==> src/rtl/fpu_issue_ctrl_pkg.sv <==
// fpu_issue_ctrl_pkg: shared op codes, special FP8 values and issue-stage state encodings
// Format is 1 sign, 4 exponent, 3 mantissa bits. The state encodings are shared with the core control.
package fpu_issue_ctrl_pkg;
  localparam logic [1:0] OP_ADD = 2'd0;
  localparam logic [1:0] OP_SUB = 2'd1;
  localparam logic [1:0] OP_MUL = 2'd2;
  localparam logic [1:0] OP_DIV = 2'd3;
  localparam logic [7:0] FP_PLUS_INF  = 8'h78;
  localparam logic [7:0] FP_MINUS_INF = 8'hF8;
  localparam logic [7:0] FP_NAN       = 8'h7C;
  localparam logic [1:0] S_IDLE  = 2'd0;
  localparam logic [1:0] S_CHECK = 2'd1;
  localparam logic [1:0] S_EXEC  = 2'd2;
  localparam logic [1:0] S_RESP  = 2'd3;
endpackage

==> src/rtl/fpu_issue_ctrl_watchdog.sv <==
// fpu_watchdog: EXEC-phase cycle counter that flags expiry on the LIMIT-th consecutive cycle of run
// Ports: clk, rst_n (async active-low), run (in EXEC), expired (high in the LIMIT-th run cycle).
// The counter restarts whenever run drops, so every EXEC entry begins counting from zero.
module fpu_watchdog #(
  parameter int LIMIT = 64
) (
  input  logic clk,
  input  logic rst_n,
  input  logic run,
  output logic expired
);
  localparam int CW = $clog2(LIMIT + 1);
  logic [CW-1:0] cnt;
  always_ff @(posedge clk or negedge rst_n)
    if (!rst_n) cnt <= '0;
    else cnt <= run ? cnt + 1'b1 : '0;
  assign expired = run && cnt == CW'(LIMIT - 1);
endmodule

==> src/rtl/fpu_issue_ctrl.sv <==
// fpu_issue_ctrl: FPU issue stage - registers operands, checks exceptions, runs the core, returns the result
// Optional macro FPU_TIMEOUT_EN: adds the EXEC watchdog and the sticky_tmo output.
// Ports: in_valid/in_ready/in_op/in_a/in_b request; opnd_* registered operands to the exception check and core;
//        exc_flag from the exception check; core_start/core_done/core_result core handshake;
//        out_valid/out_ready/out_result/out_exc response; sticky_exc (+sticky_tmo) status, clr_sticky clear.
module fpu_issue_ctrl
  import fpu_issue_ctrl_pkg::*;
#(
  parameter int                DATA_W         = 8,
  parameter logic [DATA_W-1:0] NAN_CODE       = FP_NAN,
  parameter int                TIMEOUT_CYCLES = 64
) (
  input  logic              clk,
  input  logic              rst_n,
  input  logic              in_valid,
  output logic              in_ready,
  input  logic [1:0]        in_op,
  input  logic [DATA_W-1:0] in_a,
  input  logic [DATA_W-1:0] in_b,
  output logic [1:0]        opnd_op,
  output logic [DATA_W-1:0] opnd_a,
  output logic [DATA_W-1:0] opnd_b,
  input  logic              exc_flag,
  output logic              core_start,
  input  logic              core_done,
  input  logic [DATA_W-1:0] core_result,
  output logic              out_valid,
  input  logic              out_ready,
  output logic [DATA_W-1:0] out_result,
  output logic              out_exc,
  output logic              sticky_exc,
  input  logic              clr_sticky
`ifdef FPU_TIMEOUT_EN
  ,output logic             sticky_tmo
`endif
);
  logic [1:0] state;
  logic       tmo;
  logic       tmo_fire;
  logic       exc_set;
`ifdef FPU_TIMEOUT_EN
  fpu_watchdog #(.LIMIT(TIMEOUT_CYCLES)) u_wd (
    .clk     (clk),
    .rst_n   (rst_n),
    .run     (state == S_EXEC),
    .expired (tmo)
  );
`else
  assign tmo = 1'b0;
`endif
  // a core_done on the expiry cycle takes priority over the timeout
  assign tmo_fire   = state == S_EXEC && !core_done && tmo;
  assign exc_set    = (state == S_CHECK && exc_flag) || tmo_fire;
  assign in_ready   = state == S_IDLE;
  assign out_valid  = state == S_RESP;
  assign core_start = state == S_CHECK && !exc_flag;
  always_ff @(posedge clk or negedge rst_n)
    if (!rst_n) begin
      state      <= S_IDLE;
      opnd_op    <= '0;
      opnd_a     <= '0;
      opnd_b     <= '0;
      out_result <= '0;
      out_exc    <= 1'b0;
      sticky_exc <= 1'b0;
    end else begin
      case (state)
        S_IDLE:
          if (in_valid) begin
            opnd_op <= in_op;
            opnd_a  <= in_a;
            opnd_b  <= in_b;
            state   <= S_CHECK;
          end
        S_CHECK:
          if (exc_flag) begin
            out_result <= NAN_CODE;
            out_exc    <= 1'b1;
            state      <= S_RESP;
          end else state <= S_EXEC;
        S_EXEC:
          if (core_done) begin
            out_result <= core_result;
            out_exc    <= 1'b0;
            state      <= S_RESP;
          end else if (tmo_fire) begin
            out_result <= NAN_CODE;
            out_exc    <= 1'b1;
            state      <= S_RESP;
          end
        S_RESP: if (out_ready) state <= S_IDLE;
        default: state <= S_IDLE;
      endcase
      sticky_exc <= exc_set || (sticky_exc && !clr_sticky);
    end
`ifdef FPU_TIMEOUT_EN
  always_ff @(posedge clk or negedge rst_n)
    if (!rst_n) sticky_tmo <= 1'b0;
    else sticky_tmo <= tmo_fire || (sticky_tmo && !clr_sticky);
`endif
endmodule

==> config.mk <==
export PLATFORM = sky130hd
export DESIGN_NAME = fpu_issue_ctrl
export DESIGN_NICKNAME = d
export VERILOG_FILES = /design/src/rtl/fpu_issue_ctrl_pkg.sv /design/src/rtl/fpu_issue_ctrl_watchdog.sv /design/src/rtl/fpu_issue_ctrl.sv
export SDC_FILE = /design/constraint.sdc
export NUM_CORES = 1
export LEC_CHECK = 0
export CAP_MARGIN = 20
export CORE_MARGIN = 2
export CORE_UTILIZATION = 36
export CTS_CLUSTER_DIAMETER = 80
export DETAILED_ROUTE_END_ITERATION = 12
export PLACE_DENSITY = 0.86
export SLEW_MARGIN = 20
export SYNTH_ARGS = -nofsm -noshare
export SYNTH_HDL_FRONTEND = slang
export SYNTH_HIERARCHICAL = 1
export SYNTH_SLANG_ARGS = --single-unit
==> constraint.sdc <==
create_clock -name clk -period 1.5 [get_ports clk]
set_input_delay 0.15 -clock clk [delete_from_list [all_inputs] [get_ports clk]]
set_output_delay 0.15 -clock clk [all_outputs]
set_load 0.05 [all_outputs]
==> impl_metrics.yaml, run 1 <==
run_status:
  status: "finished with violations"
  violations: "setup timing"
floorplan:
  dieArea_um2: 4160
  die_y_um: 64.5
  io_pins: 64
  dieWidth_um: 64.5
  start_util_pct: 38.5
  core_um2: 3420
  row_count: 21
timing:
  hold_violations: 0
  fin_crit_sh_pct: 101
  tightest_slew_ns: 0.378
  slew_viol_final: 0
  rsz0062_at_grt: "yes"
  worst_slack_ns: -0.00837
  setup_viol: 2
  max_freq_ghz: 0.663
  hold_slack_ns: 0.223
  fin_crit_ns: 1.51
  fin_setup_tns_ns: -0.00923
  finClkSkew_ns: 0.0107
  slew-limit-headroom_pct: 74.8
cts:
  postCtsHoldBufs: 0
  cts_made_buffers: 5
  htreeDepth: 2
  cts_buffer_depth: 2
  clockRootBuffer: "clkbuf_4"
  clk_pin_slew_worst_paths_ns: 0.10
  cts_tree: "done"
  cts_num_sinks: 30
  clkLatencyLatePin_ns: 0.33
critical_path:
  reg2reg_slack_ns: -0.008
  path_cells: "buf_4, ha_4, nor2b_4, or4_4, o21ai_2"
  crit_slowest_cell: "or4_4"
  critPathLaunchType: "flip-flop"
  crit_required_ns: 1.76
  critical_path_class: "flip-flop to flip-flop"
  worstPathMaxFanout: 4
  timing.rr.start: "state[1]"
  slowest_delay_ns: 0.52
  r2r-end: "state[0]"
  cp_data_arrival_time_ns: 1.77
  crit_path_end_kind: "flip-flop"
  r2r_cells: 5
logic_synthesis:
  synth_area_leader_cell: "dfrtp_1"
  synth.most_common_cell: "dfrtp_1"
  syn_nets: 135
  ys_top_cells_by_count: "30 x dfrtp_1, 19 x mux2_2, 7 x inv_1"
  synthCells: 98
  synthesis.area_um2: 1320
  yosysTopAreaCellShare_pct: 57.0
  synthArstFlopShare_pct: 100
  ys_seq_elements: 30
  yosysWarnings: 6
  synth_edf_count: 0
  syn_area_per_cell_um2: 13.4
  synth_seq_area_share_pct: 57.0
  synth_cell_types: 24
  ys.flop_type: "dfrtp_1"
  synth_area_leaders: "dfrtp_1 57%, mux2_2 16%, ha_1 3.8%"
grt:
  grt_overflow: 0
  grt_max_degree: 31
  grt_pass1_wl_um: 5490
  grt_use_total_pct: 17.8
  antenna_found_initial: 0
  grt_pass1_vias: 1143
detailed_routing:
  drc: 0
  ant_nets: 0
  wl_per_cell_um: 16.0
  drt_iter0_drc: 48
  vias_per_cell: 4.88
  wl_met1_um: 1380
  routed_wl_um: 3640
  dr_wl_met2_um: 1960
  vias: 1113
  top_layer_used: "met4"
  dr_wl_met3_um: 203
  dr.pass1.iters: 4
cells_and_area:
  layout-drive-gt1-share_pct: 52.2
  multi_input_area_um2: 611
  fillers: 265
  diodes: 0
  area_growth_pct: 71.9
  nets: 218
  seq_area_um2: 753
  final_area_um2: 2260
  final_util_pct: 66.2
power:
  peakVddDrop_mv: 1.20
  power_density_nw_per_um2: 2640
  leakagePower_nw: 0.994
placement:
  place_area_um2: 1990
  place_congestion: 0.726
  port_buffers: 63
  dp_hpwl_um: 2630
worst_hold_path:
  hp-class: "primary input to async pin"
flow_run:
  drv_cap: 0
[routing by layer]
metal  GRT usage, %  vias up
met5              0        -
met4           9.31        0
met3           4.34        9
met2           30.2       44
met1           20.8      545
li1               -      515
[worst max path at each step]
stage	startpoint	end	slack (ns)	cells past startpoint
6_report	state[1]	state[0]	-0.008	5
5_1_grt	state[1]	in_ready	-0.07	5
4_1_cts	state[1]	core_start	-0.01	5
3_5_place_dp	state[0]	state[1]	-0.08	5
3_3_place_gp	state[0]	state[1]	0.006	5
2_1_floorplan	state[1]	out_result[2]	-0.002	7
[through the flow]
stage / cells / total power, mW / worst slack, ns
after global placement: 209 / 4.77 / 0.00603
after global routing: 228 / 6.25 / -0.0703
after floorplan: 98 / 3.78 / -0.00223
final: 228 / 5.96 / -0.00837
after detailed placement: 209 / 4.89 / -0.0769
after CTS: 218 / 5.54 / -0.0124
[layout by cell type, fill, tap and decap left out, types with 2 or more instances in the layout]
| cell | Yosys | routed |
|---|---|---|
| buf_4 | 1 | 41 |
| clkdlybuf4s50_1 | 0 | 32 |
| dfrtp_1 | 30 | 28 |
| mux2_2 | 19 | 18 |
| inv_1 | 7 | 5 |
| nand4b_1 | 5 | 5 |
| o21a_1 | 5 | 5 |
| clkbuf_4 | 0 | 5 |
| buf_12 | 0 | 4 |
| o21ai_0 | 5 | 3 |
| nor2b_4 | 0 | 3 |
| nand4_1 | 3 | 3 |
| ha_4 | 0 | 3 |
| buf_6 | 2 | 3 |
| inv_4 | 0 | 2 |
| nand2_1 | 2 | 2 |
| mux2i_1 | 2 | 2 |
| dfrtp_2 | 0 | 2 |
[logic make-up after synthesis]
logic type,count (synthesis),synth area share [%]
DFF,30,57.0
and+or+nand+nor,19,10.4
AOI/OAI and AO/OA,12,6.08
buffers and inverters,12,4.94
muxes,21,17.8
adders and majority gates,4,3.80
[flip-flops by register name, summed over array words and instances (netlist names)]
name	cells
opnd_op	2
state	2
sticky_exc	1
out_result	8
opnd_b	8
out_exc	1
opnd_a	8
[worst max-delay path: cells and delay by family (launching register included)]
family | cells | cell delay [ns]
AO/OA/AOI/OAI | 1 | 0.07
adder cells (fa/ha/maj) | 1 | 0.15
buffers and inverters | 1 | 0.14
flip-flops | 1 | 0.43
AND/OR/NAND/NOR | 2 | 0.66
[power by group]
part	switching, mW	internal [mW]
clock	0.285	0.225
sequential	0.253	1.22
combinational	2.32	1.66
[repair_timing]
| item | 4_1_cts | 5_1_grt |
|---|---|---|
| buffers inserted | 1 | 10 |
| pin swaps | 1 | 2 |
| resized for setup | 14 | 14 |
| setup endpoints to repair | 6 | 12 |
[layout make-up]
cell class / instances / share of cell area (%)
Sequential cell: 30 / 33.3
Tap cell: 46 / 2.54
Timing Repair Buffer: 80 / 32.8
Multi-Input combinational cell: 56 / 27.0
Inverter: 8 / 1.55
Clock buffer: 6 / 2.27
Clock inverter: 2 / 0.553
No activity file was read; power rests on OpenSTA's default activity.
==> run 2: changes to the inputs <==
- SETUP_SLACK_MARGIN: unset -> 0.02
==> run 2 against run 1 <==
Maximum frequency down 1.2%. Final cell count fell by 2.6%. The run still ends with setup timing left. Clock power down 0.8%. Non-clock buffer count down 6. Sequential cell count unchanged. Via count shrank 3.0%. Design area is 3.6% lower. Sequential share of layout area rose by 1.2 points. Routed wire length is 1.1% lower.
==> impl_metrics.yaml, run 2 (synthesis results as in run 1) <==
timing:
  fin_crit_sh_pct: 102
  fin_crit_ns: 1.53
  slew-limit-headroom_pct: 74.7
  max_freq_ghz: 0.655
  finClkSkew_ns: 0.00627
  setup_viol: 3
  worst_slack_ns: -0.0262
  rsz0062_at_grt: "yes"
  tightest_slew_ns: 0.379
  slew_viol_final: 0
  hold_violations: 0
power:
  p_seq_share_pct: 25.7
  power_density_nw_per_um2: 2620
  swShare_pct: 49.3
  peakVddDrop_mv: 1.32
  clkPwrFrac_pct: 8.8
  internal_power_mw: 2.90
  leakagePower_nw: 0.949
  p_switching_mw: 2.82
  total_power_mw: 5.72
  pwr-share-comb_pct: 65.4
detailed_routing:
  vias_per_cell: 4.86
  wl_per_cell_um: 16.2
  routed_wl_um: 3600
  ant_nets: 0
  top_layer_used: "met4"
  wl_met1_um: 1250
  dr_wl_met3_um: 227
  dr_wl_met2_um: 2050
  vias: 1080
  drt_iter0_drc: 113
  drc: 0
  dr.pass1.iters: 4
grt:
  grt_use_total_pct: 17.9
  grt_pass1_vias: 1129
  grt_overflow: 0
  antenna_found_initial: 0
  grt_pass1_wl_um: 5510
  grt_max_degree: 31
floorplan:
  die_y_um: 64.5
  start_util_pct: 38.5
  dieArea_um2: 4160
  core_um2: 3420
  io_pins: 64
  row_count: 21
  dieWidth_um: 64.5
cts:
  htreeDepth: 2
  cts_tree: "done"
  clockRootBuffer: "clkbuf_4"
  cts_made_buffers: 5
  clkLatencyLatePin_ns: 0.33
  clk_pin_slew_worst_paths_ns: 0.09
  postCtsHoldBufs: 0
  cts_buffer_depth: 2
  cts_num_sinks: 30
critical_path:
  crit_path_end_kind: "flip-flop"
  cp_data_arrival_time_ns: 1.75
  critical_path_class: "flip-flop to flip-flop"
  worstPathMaxFanout: 5
  timing.rr.start: "state[1]"
  critPathLaunchType: "flip-flop"
  crit_start: "state[1]"
  crit_required_ns: 1.72
cells_and_area:
  final_area_um2: 2180
  reg_top3: "opnd_a (8), opnd_b (8), out_result (8)"
  nets: 212
  final_cell_mix: "36 x buf_4, 32 x clkdlybuf4s50_1, 29 x dfrtp_1, 18 x mux2_2"
  layout_commonest_cell: "buf_4"
  diodes: 0
  layout-drive-gt1-share_pct: 47.7
  area_growth_pct: 65.7
placement:
  place_congestion: 0.714
  place_area_um2: 2000
  dp_hpwl_um: 2610
  port_buffers: 63
flow_run:
  drv_cap: 0
worst_hold_path:
  hp-class: "primary input to async pin"
run_status:
  status: "finished with violations"
  violations: "setup timing"
[run 2: final cells by class]
type	count	area, um^2
Tap cell	46	57.6
Inverter	8	32.5
Multi-Input combinational cell	56	594
Sequential cell	30	752
Fill cell	268	1230
Clock inverter	1	5.00
Timing Repair Buffer	74	684
Clock buffer	7	55.1
[run 2: metal layers]
layer  GRT usage, %  up-vias
li1               -      498
met5              0        -
met1           19.4      520
met4           7.71        0
met2           32.8       53
met3           4.34        9
[run 2: worst paths after layout]
path | to | slack [ns] | depth (start not counted)
max | state[1] | -0.03 | 5
min | opnd_b[6] | 0.19 | 2
max reg2reg | state[1] | -0.03 | 5
min reg2reg | out_result[4] | 0.51 | 1
max in group asynchronous | state[0] | 1.00 | 2
min in group clk | out_result[0] | 0.38 | 3
[run 2: worst max-delay path: stages (launching register included)]
cell and delay, ns:
dfrtp_1 0.45, inv_2 0.10, ha_4 0.22, nor2b_4 0.14, nor3_2 0.20, mux2_4 0.32
[run 2: timing repair]
item	CTS	global route
setup buffers	3	2
pin swaps	2	2
endpoints found under the setup margin	11	29
resized for setup	13	11
[run 2: power groups by stage]
stage | combinational [mW] | clock (mW) | sequential (mW)
after floorplan | 1.04 | 0 | 2.74
after global placement | 3.33 | 0 | 1.44
after detailed placement | 3.43 | 0 | 1.48
after CTS | 3.62 | 0.507 | 1.46
after global routing | 3.92 | 0.544 | 1.52
final | 3.74 | 0.506 | 1.47
[run 2: stage by stage]
stage / hold slack [ns] / worst slack, ns / cells / utilization (%) / TNS (ns)
2_1_floorplan: -0.146 / 0.00445 / 98 / - / 0
3_3_place_gp: 0.480 / -0.00105 / 209 / 58.5 / -0.00105
3_5_place_dp: 0.489 / -0.0815 / 209 / 58.5 / -0.488
4_1_cts: 0.209 / -0.00936 / 220 / 62.2 / -0.0110
5_1_grt: 0.236 / -0.0851 / 222 / 63.8 / -0.267
6_report: 0.195 / -0.0262 / 222 / 63.8 / -0.0619
==> run 3: changes to the inputs <==
- CTS_CLUSTER_DIAMETER: 80 -> unset
==> results of run 3 <==
No change in the layout: final DEF, timing and power equal those of run 2.
